==> config.mk <==
export PLATFORM = sky130hd
export DESIGN_NAME = rob_commit_flat
export DESIGN_NICKNAME = d
export VERILOG_FILES = /design/src/rtl/rob_commit_pkg.sv /design/src/rtl/rob_commit_if.sv /design/src/rtl/rob_commit_queue_ctrl.sv /design/src/rtl/rob_commit.sv /design/src/flat_wrapper.sv
export SDC_FILE = /design/constraint.sdc
export NUM_CORES = 2
export LEC_CHECK = 0
export ABC_CLOCK_PERIOD_IN_PS = 46700
export BUFFER_PORTS_ARGS = -buffer_cell sky130_fd_sc_hd__buf_4
export CAP_MARGIN = 40
export CORE_MARGIN = 10
export CORE_UTILIZATION = 63
export CTS_CLUSTER_DIAMETER = 200
export DETAILED_ROUTE_END_ITERATION = 10
export PLACE_DENSITY = 0.81
export REMOVE_ABC_BUFFERS = 1
export SYNTH_ARGS = -nofsm -noshare
export SYNTH_HDL_FRONTEND = slang
export SYNTH_SLANG_ARGS = --single-unit
==> constraint.sdc <==
create_clock -name clk -period 46.7 [get_ports clk]
set_input_delay 7.005 -clock clk [delete_from_list [all_inputs] [get_ports clk]]
set_output_delay 7.005 -clock clk [all_outputs]
set_load 0.01 [all_outputs]
==> src/rtl/rob_commit_pkg.sv <==
// Shared constants, entry layout and helpers for the reorder buffer.
// Holds data/tag widths, ROB depth and the per-entry record type.
package rob_commit_pkg;

  localparam int DATA_WIDTH    = 32;
  localparam int REG_TAG_WIDTH = 5;
  localparam int ROB_TAG_WIDTH = 4;
  localparam int ROB_SIZE      = 16;

  localparam logic [DATA_WIDTH-1:0]    ZERO_DATA    = '0;
  localparam logic [ROB_TAG_WIDTH-1:0] ZERO_TAG_ROB = '0;
  localparam logic TRUE  = 1'b1;
  localparam logic FALSE = 1'b0;

  typedef logic [DATA_WIDTH-1:0]    data_t;
  typedef logic [REG_TAG_WIDTH-1:0] reg_t;
  typedef logic [ROB_TAG_WIDTH-1:0] tag_t;

  typedef struct packed {
    logic  busy;
    logic  ready;
    reg_t  dest;
    logic  is_branch;
    logic  pred_taken;
    logic  taken;
    data_t value;
    data_t target;
  } rob_entry_t;

  function automatic logic mispredict(
    input rob_entry_t e
  );
    return e.is_branch &&
           (e.taken != e.pred_taken);
  endfunction

endpackage

==> src/rtl/rob_commit_if.sv <==
// Decode, CDB and commit bundle of the ROB.
// master: decode/CDB side driving in_*; slave: ROB driving out_*.
interface rob_commit_if;
  import rob_commit_pkg::*;

  logic  in_decode_ce;
  reg_t  in_decode_dest_reg;
  logic  in_decode_is_branch;
  logic  in_decode_pred_taken;
  tag_t  in_decode_query_tag1;
  tag_t  in_decode_query_tag2;
  tag_t  out_decode_alloc_tag;
  logic  out_decode_full;
  data_t out_decode_value1;
  data_t out_decode_value2;
  logic  out_decode_ready1;
  logic  out_decode_ready2;

  logic  in_cdb_valid;
  tag_t  in_cdb_rob_tag;
  data_t in_cdb_value;
  logic  in_cdb_taken;
  data_t in_cdb_target;

  reg_t  out_commit_reg;
  tag_t  out_commit_rob;
  data_t out_commit_value;
  logic  out_misbranch;
  data_t out_misbranch_pc;

  modport master (
    output in_decode_ce,
    output in_decode_dest_reg,
    output in_decode_is_branch,
    output in_decode_pred_taken,
    output in_decode_query_tag1,
    output in_decode_query_tag2,
    input  out_decode_alloc_tag,
    input  out_decode_full,
    input  out_decode_value1,
    input  out_decode_value2,
    input  out_decode_ready1,
    input  out_decode_ready2,
    output in_cdb_valid,
    output in_cdb_rob_tag,
    output in_cdb_value,
    output in_cdb_taken,
    output in_cdb_target,
    input  out_commit_reg,
    input  out_commit_rob,
    input  out_commit_value,
    input  out_misbranch,
    input  out_misbranch_pc
  );

  modport slave (
    input  in_decode_ce,
    input  in_decode_dest_reg,
    input  in_decode_is_branch,
    input  in_decode_pred_taken,
    input  in_decode_query_tag1,
    input  in_decode_query_tag2,
    output out_decode_alloc_tag,
    output out_decode_full,
    output out_decode_value1,
    output out_decode_value2,
    output out_decode_ready1,
    output out_decode_ready2,
    input  in_cdb_valid,
    input  in_cdb_rob_tag,
    input  in_cdb_value,
    input  in_cdb_taken,
    input  in_cdb_target,
    output out_commit_reg,
    output out_commit_rob,
    output out_commit_value,
    output out_misbranch,
    output out_misbranch_pc
  );

endinterface

==> src/rtl/rob_commit_queue_ctrl.sv <==
// Head/tail/count pointers of the ROB circular queue with full flag.
// Ports: clk, rst, alloc/commit/flush strobes -> head, tail, full.
module rob_queue_ctrl
  import rob_commit_pkg::*;
#(
  parameter int SIZE  = ROB_SIZE,
  parameter int TAG_W = ROB_TAG_WIDTH
) (
  input  logic             clk,
  input  logic             rst,
  input  logic             alloc,
  input  logic             commit,
  input  logic             flush,
  output logic [TAG_W-1:0] head,
  output logic [TAG_W-1:0] tail,
  output logic             full
);

  logic [TAG_W:0] count;

  assign full = (count == (TAG_W+1)'(SIZE));

  // Pointers wrap naturally since SIZE is a power of two.
  always_ff @(posedge clk or posedge rst) begin
    if (rst) begin
      head  <= '0;
      tail  <= '0;
      count <= '0;
    end else if (flush) begin
      head  <= '0;
      tail  <= '0;
      count <= '0;
    end else begin
      if (alloc)
        tail <= tail + 1'b1;
      if (commit)
        head <= head + 1'b1;
      unique case ({alloc, commit})
        2'b10:   count <= count + 1'b1;
        2'b01:   count <= count - 1'b1;
        default: count <= count;
      endcase
    end
  end

endmodule

==> src/rtl/rob_commit.sv <==
// Reorder buffer: allocates tags, collects CDB results, commits in order.
// Ports: clk, rst, rdy, bus (rob_commit_if.slave). Option: ROB_CDB_BYPASS_EN.
module rob_commit
  import rob_commit_pkg::*;
#(
  parameter int ROB_SIZE  = rob_commit_pkg::ROB_SIZE,
  parameter int ROB_TAG_W = ROB_TAG_WIDTH
) (
  input  logic         clk,
  input  logic         rst,
  input  logic         rdy,
  rob_commit_if.slave  bus
);

  rob_entry_t ent [ROB_SIZE];

  logic [ROB_TAG_W-1:0] head;
  logic [ROB_TAG_W-1:0] tail;
  logic                 full;
  rob_entry_t           hd;
  logic                 do_alloc;
  logic                 do_commit;
  logic                 flush;
  logic                 cdb_hit;

  assign hd        = ent[head];
  assign do_commit = rdy && hd.busy && hd.ready;
  assign flush     = do_commit && mispredict(hd);
  assign do_alloc  = rdy && bus.in_decode_ce && !full;
  assign cdb_hit   = rdy && bus.in_cdb_valid &&
                     ent[bus.in_cdb_rob_tag].busy;

  rob_queue_ctrl #(
    .SIZE  (ROB_SIZE),
    .TAG_W (ROB_TAG_W)
  ) u_ctrl (
    .clk    (clk),
    .rst    (rst),
    .alloc  (do_alloc),
    .commit (do_commit),
    .flush  (flush),
    .head   (head),
    .tail   (tail),
    .full   (full)
  );

  assign bus.out_decode_full      = full;
  assign bus.out_decode_alloc_tag = tail;

  rob_entry_t q1;
  rob_entry_t q2;

  always_comb begin
    q1 = ent[bus.in_decode_query_tag1];
    q2 = ent[bus.in_decode_query_tag2];
    bus.out_decode_ready1 = q1.busy && q1.ready;
    bus.out_decode_value1 = q1.value;
    bus.out_decode_ready2 = q2.busy && q2.ready;
    bus.out_decode_value2 = q2.value;
`ifdef ROB_CDB_BYPASS_EN
    if (bus.in_cdb_valid && q1.busy &&
        bus.in_cdb_rob_tag == bus.in_decode_query_tag1) begin
      bus.out_decode_ready1 = TRUE;
      bus.out_decode_value1 = bus.in_cdb_value;
    end
    if (bus.in_cdb_valid && q2.busy &&
        bus.in_cdb_rob_tag == bus.in_decode_query_tag2) begin
      bus.out_decode_ready2 = TRUE;
      bus.out_decode_value2 = bus.in_cdb_value;
    end
`endif
  end

  // Order matters: commit clears after a same-cycle CDB write,
  // and allocation never hits a busy slot because full is checked.
  always_ff @(posedge clk or posedge rst) begin
    if (rst) begin
      for (int i = 0; i < ROB_SIZE; i++)
        ent[i] <= '0;
    end else if (flush) begin
      for (int i = 0; i < ROB_SIZE; i++) begin
        ent[i].busy  <= FALSE;
        ent[i].ready <= FALSE;
      end
    end else begin
      if (cdb_hit) begin
        ent[bus.in_cdb_rob_tag].ready  <= TRUE;
        ent[bus.in_cdb_rob_tag].value  <= bus.in_cdb_value;
        ent[bus.in_cdb_rob_tag].taken  <= bus.in_cdb_taken;
        ent[bus.in_cdb_rob_tag].target <= bus.in_cdb_target;
      end
      if (do_commit) begin
        ent[head].busy  <= FALSE;
        ent[head].ready <= FALSE;
      end
      if (do_alloc) begin
        ent[tail].busy       <= TRUE;
        ent[tail].ready      <= FALSE;
        ent[tail].dest       <= bus.in_decode_dest_reg;
        ent[tail].is_branch  <= bus.in_decode_is_branch;
        ent[tail].pred_taken <= bus.in_decode_pred_taken;
      end
    end
  end

  reg_t  c_reg;
  tag_t  c_rob;
  data_t c_val;
  logic  mb;
  data_t mb_pc;

  always_ff @(posedge clk or posedge rst) begin
    if (rst) begin
      c_reg <= '0;
      c_rob <= ZERO_TAG_ROB;
      c_val <= ZERO_DATA;
      mb    <= FALSE;
      mb_pc <= ZERO_DATA;
    end else if (do_commit) begin
      c_reg <= hd.is_branch ? '0 : hd.dest;
      c_rob <= head;
      c_val <= hd.value;
      mb    <= flush;
      mb_pc <= flush ? hd.target : ZERO_DATA;
    end else begin
      c_reg <= '0;
      c_rob <= ZERO_TAG_ROB;
      c_val <= ZERO_DATA;
      mb    <= FALSE;
      mb_pc <= ZERO_DATA;
    end
  end

  assign bus.out_commit_reg   = c_reg;
  assign bus.out_commit_rob   = c_rob;
  assign bus.out_commit_value = c_val;
  assign bus.out_misbranch    = mb;
  assign bus.out_misbranch_pc = mb_pc;

endmodule

==> src/flat_wrapper.sv <==
// flat-port wrapper written by rule: the top's interface ports become plain ports
module rob_commit_flat import rob_commit_pkg::*;
#(
  parameter int ROB_SIZE  = rob_commit_pkg::ROB_SIZE,
  parameter int ROB_TAG_W = ROB_TAG_WIDTH
)
  (clk, rst, rdy, bus_in_decode_ce, bus_in_decode_dest_reg, bus_in_decode_is_branch, bus_in_decode_pred_taken, bus_in_decode_query_tag1, bus_in_decode_query_tag2, bus_out_decode_alloc_tag, bus_out_decode_full, bus_out_decode_value1, bus_out_decode_value2, bus_out_decode_ready1, bus_out_decode_ready2, bus_in_cdb_valid, bus_in_cdb_rob_tag, bus_in_cdb_value, bus_in_cdb_taken, bus_in_cdb_target, bus_out_commit_reg, bus_out_commit_rob, bus_out_commit_value, bus_out_misbranch, bus_out_misbranch_pc);
  rob_commit_if bus_i ();
  input  logic clk;
  input  logic rst;
  input  logic rdy;
  input wire logic [$bits(bus_i.in_decode_ce)-1:0] bus_in_decode_ce;
  input wire logic [$bits(bus_i.in_decode_dest_reg)-1:0] bus_in_decode_dest_reg;
  input wire logic [$bits(bus_i.in_decode_is_branch)-1:0] bus_in_decode_is_branch;
  input wire logic [$bits(bus_i.in_decode_pred_taken)-1:0] bus_in_decode_pred_taken;
  input wire logic [$bits(bus_i.in_decode_query_tag1)-1:0] bus_in_decode_query_tag1;
  input wire logic [$bits(bus_i.in_decode_query_tag2)-1:0] bus_in_decode_query_tag2;
  output wire logic [$bits(bus_i.out_decode_alloc_tag)-1:0] bus_out_decode_alloc_tag;
  output wire logic [$bits(bus_i.out_decode_full)-1:0] bus_out_decode_full;
  output wire logic [$bits(bus_i.out_decode_value1)-1:0] bus_out_decode_value1;
  output wire logic [$bits(bus_i.out_decode_value2)-1:0] bus_out_decode_value2;
  output wire logic [$bits(bus_i.out_decode_ready1)-1:0] bus_out_decode_ready1;
  output wire logic [$bits(bus_i.out_decode_ready2)-1:0] bus_out_decode_ready2;
  input wire logic [$bits(bus_i.in_cdb_valid)-1:0] bus_in_cdb_valid;
  input wire logic [$bits(bus_i.in_cdb_rob_tag)-1:0] bus_in_cdb_rob_tag;
  input wire logic [$bits(bus_i.in_cdb_value)-1:0] bus_in_cdb_value;
  input wire logic [$bits(bus_i.in_cdb_taken)-1:0] bus_in_cdb_taken;
  input wire logic [$bits(bus_i.in_cdb_target)-1:0] bus_in_cdb_target;
  output wire logic [$bits(bus_i.out_commit_reg)-1:0] bus_out_commit_reg;
  output wire logic [$bits(bus_i.out_commit_rob)-1:0] bus_out_commit_rob;
  output wire logic [$bits(bus_i.out_commit_value)-1:0] bus_out_commit_value;
  output wire logic [$bits(bus_i.out_misbranch)-1:0] bus_out_misbranch;
  output wire logic [$bits(bus_i.out_misbranch_pc)-1:0] bus_out_misbranch_pc;
  assign bus_i.in_decode_ce = bus_in_decode_ce;
  assign bus_i.in_decode_dest_reg = bus_in_decode_dest_reg;
  assign bus_i.in_decode_is_branch = bus_in_decode_is_branch;
  assign bus_i.in_decode_pred_taken = bus_in_decode_pred_taken;
  assign bus_i.in_decode_query_tag1 = bus_in_decode_query_tag1;
  assign bus_i.in_decode_query_tag2 = bus_in_decode_query_tag2;
  assign bus_out_decode_alloc_tag = bus_i.out_decode_alloc_tag;
  assign bus_out_decode_full = bus_i.out_decode_full;
  assign bus_out_decode_value1 = bus_i.out_decode_value1;
  assign bus_out_decode_value2 = bus_i.out_decode_value2;
  assign bus_out_decode_ready1 = bus_i.out_decode_ready1;
  assign bus_out_decode_ready2 = bus_i.out_decode_ready2;
  assign bus_i.in_cdb_valid = bus_in_cdb_valid;
  assign bus_i.in_cdb_rob_tag = bus_in_cdb_rob_tag;
  assign bus_i.in_cdb_value = bus_in_cdb_value;
  assign bus_i.in_cdb_taken = bus_in_cdb_taken;
  assign bus_i.in_cdb_target = bus_in_cdb_target;
  assign bus_out_commit_reg = bus_i.out_commit_reg;
  assign bus_out_commit_rob = bus_i.out_commit_rob;
  assign bus_out_commit_value = bus_i.out_commit_value;
  assign bus_out_misbranch = bus_i.out_misbranch;
  assign bus_out_misbranch_pc = bus_i.out_misbranch_pc;
  rob_commit #(.ROB_SIZE(ROB_SIZE), .ROB_TAG_W(ROB_TAG_W)) u_core (.clk(clk), .rst(rst), .rdy(rdy), .bus(bus_i));
endmodule
Word-level counts from Yosys, hierarchy flattened --
Cells that the tools add are included.
Word-level totals: logic and storage cells 253, bits in registers 1271, output and inout port bits 145
Operators by class: add/subtract/negate cells 4, bitwise gates (word level) 5, eq/ne operators 4, multiplexer cells 79, magnitude comparators 8, reduce and logical (&&, ||, !) cells 17
Operators by type and width (number):
- 1184-bit bitwise mux | 11
- 1184-bit two-way mux | 5
- 74-bit demux with 4-bit select | 11
- 74-bit binary-select mux with 4-bit select | 4
- 74-bit two-way mux | 10
- 73-bit two-way mux | 3
- 32-bit two-way mux | 4
- 72-bit two-way mux | 1
- 67-bit two-way mux | 1
- 66-bit two-way mux | 1
- 65-bit two-way mux | 1
- 64-bit two-way mux | 1
- 2-bit two-way mux | 16
- 5-bit >= comparator (second input constant) | 5
- 4-bit NOT with 5-bit output | 5
- 4-bit two-way mux | 5
- 5-bit by 1-bit less-than comparator with 1-bit output (second input constant) | 3
- 5-bit two-way mux | 3
- 1-bit logical AND | 13
- 5-bit one-hot mux with 2 select lines | 1
- 4-bit by 1-bit adder with 4-bit output (second input constant) | 2
- 5-bit by 1-bit adder with 5-bit output (second input constant) | 1
- 5-bit equality test (second input constant) | 1
- 5-bit by 1-bit subtractor with 5-bit output (second input constant) | 1
- 7 further kinds | 8

Logic depth before layout (Yosys ltp) --
depth in word-level cells 22, gate-level depth with buffers 20, gate-level depth less buffers 14

Modules after synthesis --
A second synthesis with hierarchy kept.
Unflattened totals: cells, all modules 3880, area, all modules 64565.7 um^2
By module, submodules not included:
- rob_commit | seq. area each 31480.2 um^2, times used 1, cells an instance 3805, area each 63807.4 um^2
- rob_queue_ctrl | seq. area each 325.3 um^2, times used 1, cells an instance 75, area each 758.2 um^2

Worst setup path after synthesis --
Ideal clock, no wire load.
kind input to output, from input port bus_in_decode_query_tag1[0], to output port bus_out_decode_value1[23], data arrival time 9115 ps, stages on the path 4, path buffers 2, path slack 30580 ps, data required time 39695 ps, cell sequence buf_1 > buf_1 > mux4_2 > mux4_2
On the way: word-level cells in the longest chain between the ends 4
RTL lines:
- from (decl) | line flat_wrapper.sv:16 | input wire logic [$bits(bus_i.in_decode_query_tag1)-1:0] bus_in_decode_query_tag1;
- 4-bit NOT with 5-bit output (not written as such) | line rob_commit.sv:54 | q1 = ent[bus.in_decode_query_tag1];
- 74-bit binary-select mux with 4-bit select | line rob_commit.sv:54
- 74-bit two-way mux (not written as such) (2 in series) | line rob_commit.sv:54
- to (decl) | line flat_wrapper.sv:20 | output wire logic [$bits(bus_i.out_decode_value1)-1:0] bus_out_decode_value1;
Every way passes these cells. The select of a mux whose other input is x is not followed.

Worst setup path after layout --
from input port bus_in_decode_query_tag1[0], to output port bus_out_decode_value1[6]
Same word-level chain as after synthesis.

==> impl_metrics.json <==
{
  "finalNonFillerCells": 5451,
  "synthSimpleGateAreaFrac_pct": 1.77,
  "yosys_warnings": 0,
  "insertion_delay_ps": 760,
  "rsz0062_at_grt": "no",
  "synthesis.area_um2": 65000,
  "synth_top_family_by_area": "multiplexers",
  "die_y_um": 341,
  "cts_root_buf": "clkbuf_16",
  "grt_pass1_wl_mm": 256,
  "antenna_found_initial": 15,
  "clockPowerShare_pct": 28.8,
  "muxShareOfSynthArea_pct": 44.3,
  "netlist_top_cells_count": "dfrtp_1, mux2_2, mux4_2",
  "yosysMostFrequentCell": "dfrtp_1",
  "cts_setup_buffers": 0,
  "setup_viol_count_final": 0,
  "worstHoldPathType": "flop to flop",
  "holdWs_ps": 480,
  "synthCells": 3887,
  "fmax_ghz": 0.0587,
  "largest_reg_flops": 1184,
  "ys_types": 65,
  "routed_wirelength_mm": 165,
  "power.total_mw": 3.83,
  "end_kind": "primary output",
  "gp_congestion": 0.824,
  "setup_ws_ps": 29680,
  "internal_power_mw": 2.68,
  "rows": 117,
  "synth_top_area_cell": "dfrtp_1",
  "cts_resized": 0,
  "fin_util_pct": 71.2,
  "synth_area_leaders": "dfrtp_1, mux4_2, mux2_2, mux2_4, buf_1",
  "wire_per_inst_um": 30.3,
  "synth_seq_cells": 1271,
  "numCtsBuffers": 136,
  "final_area_um2": 72800,
  "cp.required_ps": 39690,
  "drive_above_1_share_pct": 59.6,
  "top_register": "u_core.ent",
  "outcome": "finished, final reports clean",
  "period_share_pct": 36.5,
  "path_max_fanout": 89,
  "cts_tree": "done",
  "pwr-share-seq_pct": 40.8,
  "path_class": "input port to primary output",
  "drc": 0,
  "power.switching_mw": 1.15,
  "grt_max_degree": 180,
  "antenna_left": 0,
  "syn_area_per_cell_um2": 16.7,
  "clock_path_buffers": 3,
  "synth-compound-area-share_pct": 1.67,
  "dp_cells": 5197,
  "ctsHoldBuffers": 0,
  "ys_seq_area_share_pct": 48.9,
  "overflow": 0,
  "die-area_um2": 116000,
  "htreeDepth": 4,
  "initial_core_util_pct": 63.7,
  "dpl_cell_area_um2": 68200,
  "synth_xor_area_share_pct": 0.171,
  "maxSlewHeadroom_pct": 26.5,
  "worstMarginPinSlew_ps": 1100,
  "dp_slack_ps": 29560,
  "dr.pass1.iters": 6,
  "power_density_nw_per_um2": 52.7,
  "port_buffers": 233,
  "die_x_um": 341,
  "cap_violations": 0,
  "vias": 38084,
  "cts_num_sinks": 1271,
  "synth_ff_type": "dfrtp_1",
  "critPathLaunchType": "input port",
  "drv_slew": 0,
  "core-area_um2": 102000,
  "synth-adder-area-share_pct": 0.231,
  "synth_edf_count": 0,
  "synth_top_area_share_pct": 48.9,
  "grtUsageTotal_pct": 28.7,
  "skew_ps": 26.8,
  "p_sw_share_pct": 30.0,
  "final_hold_viol_count": 0,
  "peakVddDrop_v": 0.0000548,
  "async_reset_ff_share_pct": 100,
  "grt_pass1_vias": 40642,
  "min_period_ps": 17020,
  "cts.clk_slew.worst_paths_ps": 60,
  "worst_ep_arrival_time_ps": 10020,
  "routed_via_density": 6.99,
  "syn_to_final_growth_pct": 11.9,
  "p_leak_nw": 32.3,
  "hpwl_mm": 94.7,
  "io_pins": 234,
  "setup-tns-final_ps": 0,
  "combPwrFrac_pct": 30.4,
  "nets": 4068,
  "drt-initial-drc-count": 3374
}
==> routing by layer <==
layer,share of wire (%),vias to the layer above,global-route usage (%),wire (µm)
li1,-,15348,-,-
met1,40,20732,38.8,65800
met2,49,1605,45.8,80800
met3,7.6,381,6.23,12500
met4,3.5,18,11.0,5830
met5,0.063,-,0,104
==> area by class of cell <==
type	instances	area [µm²]
Clock buffer	191	3900
Multi-Input combinational cell	2209	31500
Clock inverter	58	693
Timing Repair Buffer	327	3060
Tap cell	1368	1710
Sequential cell	1271	31800
Inverter	22	93.8
Fill cell	6462	29400
Antenna cell	5	12.5
==> worst paths after layout <==
kind,start,to,slack (ps),depth (start not counted)
worst max-delay path,bus_in_decode_query_tag1[0],bus_out_decode_value1[6],29680,5
worst min-delay path,u_core.ent[16],u_core.ent[16],480,1
worst max register to register,u_core.u_ctrl.head[0],u_core.ent[459],40210,12
worst min register to register,u_core.ent[16],u_core.ent[16],480,1
max in group asynchronous,rst,u_core.ent[168],37450,6
min in group asynchronous,rst,u_core.bus.out_commit_value[19],6380,2
==> layout by cell type (no fill, tap or decap), types with 7 or more instances in the layout <==
cell type	count
a21oi_1	17
a221oi_1	10
a311oi_1	10
a31oi_2	7
a31oi_4	12
and2_1	72
and3_1	25
buf_12	12
buf_16	21
buf_4	288
bufinv_16	10
clkbuf_1	27
clkbuf_16	137
clkbuf_8	27
clkinv_2	28
dfrtp_1	1267
ha_1	12
inv_1	18
mux2_1	11
mux2_2	1092
mux2_4	50
mux4_2	692
nand2_1	36
nand3_1	12
nor2_1	37
nor2b_1	7
o21ai_0	14
o31a_2	7
==> worst max-delay path, stage by stage <==
cell and delay (ps):
buf_8 780, buf_4 800, mux4_2 600, mux4_2 590
buf_4 200
==> power by group through the flow <==
stage	combinational [mW]	sequential (mW)	clock [mW]
finish	1.16	1.57	1.10
CTS	1.17	1.56	1.12
global placement	1.12	1.56	0
floorplan	0.946	1.60	0
global route	1.24	1.60	1.17
detailed placement	1.17	1.57	0
==> kinds of logic after synthesis <==
kind of cell,count (synthesis)
flip-flops,1271
buffers and inverters,407
multiplexers,1851
XOR/XNOR,11
adder cells (fa/ha/maj),12
AND/OR/NAND/NOR,213
AO/OA/AOI/OAI,122
Power figures use the tool's default switching activity.
